===== config.mk =====
export PLATFORM = sky130hd
export DESIGN_NAME = tlul_arbiter2
export DESIGN_NICKNAME = d
export VERILOG_FILES = /design/src/rtl/tlul_pkg.sv /design/src/rtl/tlul_arbiter2.sv
export SDC_FILE = /design/constraint.sdc
export NUM_CORES = 1
export LEC_CHECK = 0
export CAP_MARGIN = 40
export CORE_AREA = 2 2 140 142
export DETAILED_ROUTE_END_ITERATION = 6
export DIE_AREA = 0 0 142 144
export HOLD_SLACK_MARGIN = 0.03
export MAX_ROUTING_LAYER = met4
export PLACE_DENSITY = 0.53
export RECOVER_POWER = 25
export SYNTH_ARGS = -nofsm -noshare
export SYNTH_HDL_FRONTEND = slang
export SYNTH_SLANG_ARGS = --single-unit

===== constraint.sdc =====
create_clock -name arb_clock_i -period 3.21 [get_ports arb_clock_i]
set_input_delay 0.642 -clock arb_clock_i [delete_from_list [all_inputs] [get_ports arb_clock_i]]
set_output_delay 0.642 -clock arb_clock_i [all_outputs]
set_load 0.02 [all_outputs]

===== src/rtl/tlul_pkg.sv =====
// tlul_pkg: shared TileLink-UL constants, arbiter state type and A-message beat-count helper
package tlul_pkg;
  localparam logic [2:0] OP_PUT_FULL  = 3'd0;
  localparam logic [2:0] OP_PUT_PART  = 3'd1;
  localparam logic [2:0] OP_ARITH     = 3'd2;
  localparam logic [2:0] OP_LOGIC     = 3'd3;
  localparam logic [2:0] OP_GET       = 3'd4;
  localparam logic [2:0] OP_ACK       = 3'd0;
  localparam logic [2:0] OP_ACK_DATA  = 3'd1;
  typedef enum logic [1:0] {ST_IDLE, ST_HOLD, ST_BURST} arb_state_e;
  // Beats minus one for an A message; zero means single-beat. Size clamps at 12 (1024 beats).
  function automatic logic [9:0] beats_m1(input logic [2:0] opcode, input logic [3:0] size);
    logic [3:0] w_sz;
    w_sz = (size > 4'd12) ? 4'd12 : size;
    return (opcode <= OP_LOGIC && size > 4'd2) ? 10'((11'd1 << (w_sz - 4'd2)) - 11'd1) : 10'd0;
  endfunction
endpackage


===== src/rtl/tlul_arbiter2.sv =====
// tlul_arbiter2: 2:1 TL-UL A-channel round-robin arbiter with burst lock and D-channel routing
//   arb_clock_i/arb_reset_i : clock, sync active-high reset
//   m0_a_*/m1_a_*           : upstream master A channels (source TL_RS bits)
//   m0_d_*/m1_d_*           : upstream master D channels
//   s_a_*/s_d_*             : downstream slave channels (source TL_RS+1 bits, MSB = master index)
module tlul_arbiter2
  import tlul_pkg::*;
#(
  parameter int TL_RS = 4,
  parameter int TL_AW = 16
) (
  input  logic             arb_clock_i,
  input  logic             arb_reset_i,
  input  logic [2:0]       m0_a_opcode,
  input  logic [2:0]       m0_a_param,
  input  logic [3:0]       m0_a_size,
  input  logic [TL_RS-1:0] m0_a_source,
  input  logic [TL_AW-1:0] m0_a_address,
  input  logic [3:0]       m0_a_mask,
  input  logic [31:0]      m0_a_data,
  input  logic             m0_a_corrupt,
  input  logic             m0_a_valid,
  output logic             m0_a_ready,
  output logic [2:0]       m0_d_opcode,
  output logic [1:0]       m0_d_param,
  output logic [3:0]       m0_d_size,
  output logic [TL_RS-1:0] m0_d_source,
  output logic             m0_d_denied,
  output logic [31:0]      m0_d_data,
  output logic             m0_d_corrupt,
  output logic             m0_d_valid,
  input  logic             m0_d_ready,
  input  logic [2:0]       m1_a_opcode,
  input  logic [2:0]       m1_a_param,
  input  logic [3:0]       m1_a_size,
  input  logic [TL_RS-1:0] m1_a_source,
  input  logic [TL_AW-1:0] m1_a_address,
  input  logic [3:0]       m1_a_mask,
  input  logic [31:0]      m1_a_data,
  input  logic             m1_a_corrupt,
  input  logic             m1_a_valid,
  output logic             m1_a_ready,
  output logic [2:0]       m1_d_opcode,
  output logic [1:0]       m1_d_param,
  output logic [3:0]       m1_d_size,
  output logic [TL_RS-1:0] m1_d_source,
  output logic             m1_d_denied,
  output logic [31:0]      m1_d_data,
  output logic             m1_d_corrupt,
  output logic             m1_d_valid,
  input  logic             m1_d_ready,
  output logic [2:0]       s_a_opcode,
  output logic [2:0]       s_a_param,
  output logic [3:0]       s_a_size,
  output logic [TL_RS:0]   s_a_source,
  output logic [TL_AW-1:0] s_a_address,
  output logic [3:0]       s_a_mask,
  output logic [31:0]      s_a_data,
  output logic             s_a_corrupt,
  output logic             s_a_valid,
  input  logic             s_a_ready,
  input  logic [2:0]       s_d_opcode,
  input  logic [1:0]       s_d_param,
  input  logic [3:0]       s_d_size,
  input  logic [TL_RS:0]   s_d_source,
  input  logic             s_d_denied,
  input  logic [31:0]      s_d_data,
  input  logic             s_d_corrupt,
  input  logic             s_d_valid,
  output logic             s_d_ready
);
  arb_state_e r_state, w_state_nxt;
  logic       r_rr, w_rr_nxt, r_gnt, w_gnt_nxt;
  logic [9:0] r_left, w_left_nxt, w_beats_m1;
  logic       w_sel, w_sel_valid, w_hs, w_d_sel;
  // Fresh arbitration only in IDLE; HOLD/BURST stay on the registered grant.
  assign w_sel       = (r_state == ST_IDLE) ? ((m0_a_valid & m1_a_valid) ? r_rr : m1_a_valid) : r_gnt;
  assign w_sel_valid = w_sel ? m1_a_valid : m0_a_valid;
  assign s_a_valid   = ~arb_reset_i & w_sel_valid;
  assign w_hs        = s_a_valid & s_a_ready;
  assign m0_a_ready  = ~arb_reset_i & s_a_ready & ~w_sel;
  assign m1_a_ready  = ~arb_reset_i & s_a_ready & w_sel;
  assign s_a_opcode  = w_sel ? m1_a_opcode  : m0_a_opcode;
  assign s_a_param   = w_sel ? m1_a_param   : m0_a_param;
  assign s_a_size    = w_sel ? m1_a_size    : m0_a_size;
  assign s_a_source  = {w_sel, w_sel ? m1_a_source : m0_a_source};
  assign s_a_address = w_sel ? m1_a_address : m0_a_address;
  assign s_a_mask    = w_sel ? m1_a_mask    : m0_a_mask;
  assign s_a_data    = w_sel ? m1_a_data    : m0_a_data;
  assign s_a_corrupt = w_sel ? m1_a_corrupt : m0_a_corrupt;
  assign w_beats_m1  = beats_m1(s_a_opcode, s_a_size);
  always_comb begin
    w_state_nxt = r_state;
    w_rr_nxt    = r_rr;
    w_gnt_nxt   = r_gnt;
    w_left_nxt  = r_left;
    if (r_state == ST_BURST) begin
      if (w_hs) begin
        w_left_nxt = r_left - 10'd1;
        if (r_left == 10'd1) begin
          w_state_nxt = ST_IDLE;
          w_rr_nxt    = ~r_gnt;
        end
      end
    end else begin
      w_gnt_nxt = w_sel;
      if (w_hs) begin
        w_state_nxt = (w_beats_m1 == 10'd0) ? ST_IDLE : ST_BURST;
        w_rr_nxt    = (w_beats_m1 == 10'd0) ? ~w_sel : r_rr;
        w_left_nxt  = w_beats_m1;
      end else begin
        // A presented-but-stalled request freezes the grant until accepted.
        w_state_nxt = w_sel_valid ? ST_HOLD : ST_IDLE;
      end
    end
  end
  always_ff @(posedge arb_clock_i) begin
    if (arb_reset_i) begin
      r_state <= ST_IDLE;
      r_rr    <= 1'b0;
      r_gnt   <= 1'b0;
      r_left  <= 10'd0;
    end else begin
      r_state <= w_state_nxt;
      r_rr    <= w_rr_nxt;
      r_gnt   <= w_gnt_nxt;
      r_left  <= w_left_nxt;
    end
  end
  // D responses are steered purely by the source MSB appended on the A side.
  assign w_d_sel      = s_d_source[TL_RS];
  assign m0_d_valid   = ~arb_reset_i & s_d_valid & ~w_d_sel;
  assign m1_d_valid   = ~arb_reset_i & s_d_valid & w_d_sel;
  assign s_d_ready    = ~arb_reset_i & (w_d_sel ? m1_d_ready : m0_d_ready);
  assign m0_d_opcode  = s_d_opcode;
  assign m0_d_param   = s_d_param;
  assign m0_d_size    = s_d_size;
  assign m0_d_source  = s_d_source[TL_RS-1:0];
  assign m0_d_denied  = s_d_denied;
  assign m0_d_data    = s_d_data;
  assign m0_d_corrupt = s_d_corrupt;
  assign m1_d_opcode  = s_d_opcode;
  assign m1_d_param   = s_d_param;
  assign m1_d_size    = s_d_size;
  assign m1_d_source  = s_d_source[TL_RS-1:0];
  assign m1_d_denied  = s_d_denied;
  assign m1_d_data    = s_d_data;
  assign m1_d_corrupt = s_d_corrupt;
endmodule


==> impl_results.md, run 1 <==
* Status: finished clean
* Flop-to-flop setup slack at 200 ps
* Largest net degree at the start of global routing at 48
* Core area at 19100 um^2
* Chip Width at 142 um
* Post-synth EDFFs at 0
* Slew headroom at 61.1%
* Worst setup path class: in2reg
* Layout cells sized above 1 at 15.0%
* Cells along the critical path: buf_2, and2_4, a311oi_4, o2bb2ai_2, inv_2, ha_4, xor2_1, nor2_1, mux2i_1, nor3_2, inv_1, ha_2, buf_4, or2_2, o21ai_2, a221o_1, a21oi_1, nor2_1
* Startpoint types: input port
* Root Driver: clkbuf_16
* Hold WC Path Type: reg2reg
* Initial antenna violation count at 1
* Crit path required time at 3390 ps
* Reg-to-Reg End: r_left[4]$_SDFFE_PP0P_
* Synth Area per Inst at 5.79 um^2
* H-tree depth at 1
* Crit end category: flip-flop
* Synth Cell Area at 2800 um^2
* Top-count cell post-synth: nand2_1
* Mapped Nets at 678
* Hold_buf cts at 0
* Crit path max-delay family: simple AND/OR/NAND/NOR gates
* Setup TNS at 0 ps
* DRC at 0
* Worst-path clk slew at 50 ps
* Vias per inst at 4.03
* Hold_sp: r_left[7]$_SDFFE_PP0P_
* Period minus WS final at 3060 ps
* CTS max path bufs at 2
* DR WL/cell at 15.9 um
* Final count of hold timing violations at 0
* Drt pass-1 iters at 4
* IO Port Bufs at 216
* CTS tree: built
* Clock sinks at 14
* CP max-delay cell: or2_2
* Library cells used by synthesis at 53
* Starting density of the core at 14.7%
* Slew Viols, Final at 0
* Synth cell count leaders: nand2_1, buf_4, nor2_1
* GPL Wtd Cong at 0.862
* Total Routed Length at 13.9 mm
* Maximum vdd drop at 0.186 mV
* Synthesized instance count at 484
* CP most frequent cell: nor2_1
* Critical path peak fanout at 8
* Synth top area cells: nand2_1, buf_4, dfxtp_1
* Min Hold Slack at 470 ps
* Starting DRT DRC Count at 129
* Chip height at 144 um
* Vias in the first global route at 3348
* Ys Warns at 0
* Ys flop type: dfxtp_1
* I/O pin cnt at 358
* R2R depth at 17
* WP buf/inv at 4
* Worst r2r src: r_state[0]$_SDFFE_PP0P_
* Final Power at 1630 uW
* Clk_lat worst skew at 240 ps
* Number of synthesized register bits at 14
* Fraction of the cycle the final worst path needs at 95.4%
* Nets at 833
* FMAX at 0.326 GHz
* Sequential share of the synthesized area at 10.0%
* Pwr/cell area at 322 nW/um^2
* Worst Hold Endpoint: r_left[7]$_SDFFE_PP0P_
* Leak at 0.00225 uW
* Critical Path AT at 3250 ps
* Setup violators final at 0
* Tightest Pin Transition at 578 ps
* Layout Area Growth over Synthesis at 81.1%
* ANT nets after route at 0
* Total CTS buffers at 3
* Total GRT Usage at 12.8%
* Total gr overflow at 0
* Layout fillers at 2117
* Global-route wire length before repair at 19.8 mm
* Max incr delay on CP at 280 ps
* Row count at 51
* WHS Path Cells at 2
* Share of the synthesized area in the top cell type at 28.1%
* Max Cap Violations at 0
* HPWL after detailed placement at 11.7 mm
* Die footprint at 20400 um^2
* Yosys top cell by area: nand2_1
* Synth async-reset ratio at 0%
* Skew final at 0.889 ps
* DR vias at 3533
metal layers:
layer  vias to the layer above  wire (um)  track usage [%]
li1                       1780          -                -
met1                      1530       5150             13.5
met2                       207       6930             22.5
met3                        16       1570             5.17
met4                         0        267             2.79
met5                         -          0                -
cell type report:
| cell class | instances | area [um^2] | area share (%) |
|---|---|---|---|
| clock buffer | 4 | 88.8 | 1.75 |
| multi-input combinational | 342 | 1810 | 35.7 |
| inverter | 11 | 48.8 | 0.961 |
| timing repair buffer | 267 | 2550 | 50.1 |
| tap | 238 | 298 | 5.86 |
| antenna | 1 | 2.50 | 0.0493 |
| sequential | 14 | 283 | 5.57 |
cell families after synthesis:
| kind of cell | Yosys count | synth area share [%] |
|---|---|---|
| AND/OR/NAND/NOR | 265 | 38.2 |
| buffers and inverters | 128 | 30.3 |
| AO/OA/AOI/OAI | 61 | 15.2 |
| flip-flops | 14 | 10.0 |
| multiplexers | 7 | 2.95 |
| XOR/XNOR | 5 | 1.56 |
| adder cells (fa/ha/maj) | 4 | 1.78 |
state kept, by name, indices dropped and copies added, names as in the netlist:
| register | count |
|---|---|
| r_left | 10 |
| r_gnt | 1 |
| r_state | 2 |
| r_rr | 1 |
worst max-delay path by stage:
stage                      start                      to  slack, ps  depth (start not counted)
detailed placement  m0_a_size[2]  r_left[4]$_SDFFE_PP0P_       -550                         18
global route        m0_a_size[2]  r_left[6]$_SDFFE_PP0P_         -8                         17
global placement    m0_a_size[2]  r_left[4]$_SDFFE_PP0P_       -560                         18
finish              m0_a_size[2]  r_left[4]$_SDFFE_PP0P_        150                         18
floorplan             m0_a_valid  r_left[6]$_SDFFE_PP0P_         10                         17
CTS                 m0_a_size[3]  r_left[6]$_SDFFE_PP0P_          8                         17
repair_timing:
item                                    in CTS  in global routing
pin swaps                                   12                 15
setup buffers                                9                  2
resized for setup                           26                 16
endpoints found under the setup margin      71                 37
power breakdown:
group | switching [uW] | total, uW | leakage (uW) | internal (uW)
sequential | 13.8 | 201 | 0.000115 | 188
clock | 76.6 | 266 | 0.0000442 | 189
combinational | 579 | 1170 | 0.00209 | 588
worst reg2reg max path: cells and delay by family, from the launching register on:
kind | cells | cell delay, ps
mux | 1 | 120
flops | 1 | 340
buf+inv | 3 | 340
simple gates | 4 | 640
fa+ha+maj | 2 | 360
compound gates | 6 | 1030
xor+xnor | 1 | 130
stage by stage:
stage	instances	cell area [um^2]	util, %	setup slack [ps]
2_1_floorplan	484	2890	-	10.9
3_3_place_gp	862	4860	25.5	-556
3_5_place_dp	862	4860	25.5	-549
4_1_cts	875	5020	26.3	8.29
5_1_grt	877	5080	26.6	-8.46
6_report	877	5080	26.6	146
placed cells by master (no fill, tap or decap), types with 2 or more instances in the layout:
master / count
a211oi_2: 2
clkbuf_16: 3
nand2_2: 3
a22oi_1: 2
nand2_1: 205
o211a_1: 2
dlygate4sd2_1: 4
inv_1: 8
a31oi_1: 5
clkdlybuf4s50_1: 203
dfxtp_2: 2
buf_12: 3
nor2_1: 24
o21ai_0: 8
buf_4: 51
nor3_1: 4
dfxtp_1: 12
nand2b_1: 2
o21ai_1: 4
mux2i_1: 6
ha_1: 2
o211ai_1: 2
nand3_1: 4
buf_2: 4
nand2_4: 2
inv_2: 2
and3_1: 2
nor4_1: 2
a21oi_1: 17
nor3_2: 2
nor3b_1: 2
xor2_1: 3
or3_1: 2
nor2b_1: 2
Power figures use the tool's default switching activity.
==> inputs of run 2 (changes only) <==
--- a/config.mk
+++ b/config.mk
@@ -5,6 +5,7 @@
 export SDC_FILE = /design/constraint.sdc
 export NUM_CORES = 1
 export LEC_CHECK = 0
+export ABC_CLOCK_PERIOD_IN_PS = 3210
 export CAP_MARGIN = 40
 export CORE_AREA = 2 2 140 142
 export DETAILED_ROUTE_END_ITERATION = 6
==> results of run 2 <==
No change in the layout: final DEF, timing and power equal those of run 1.
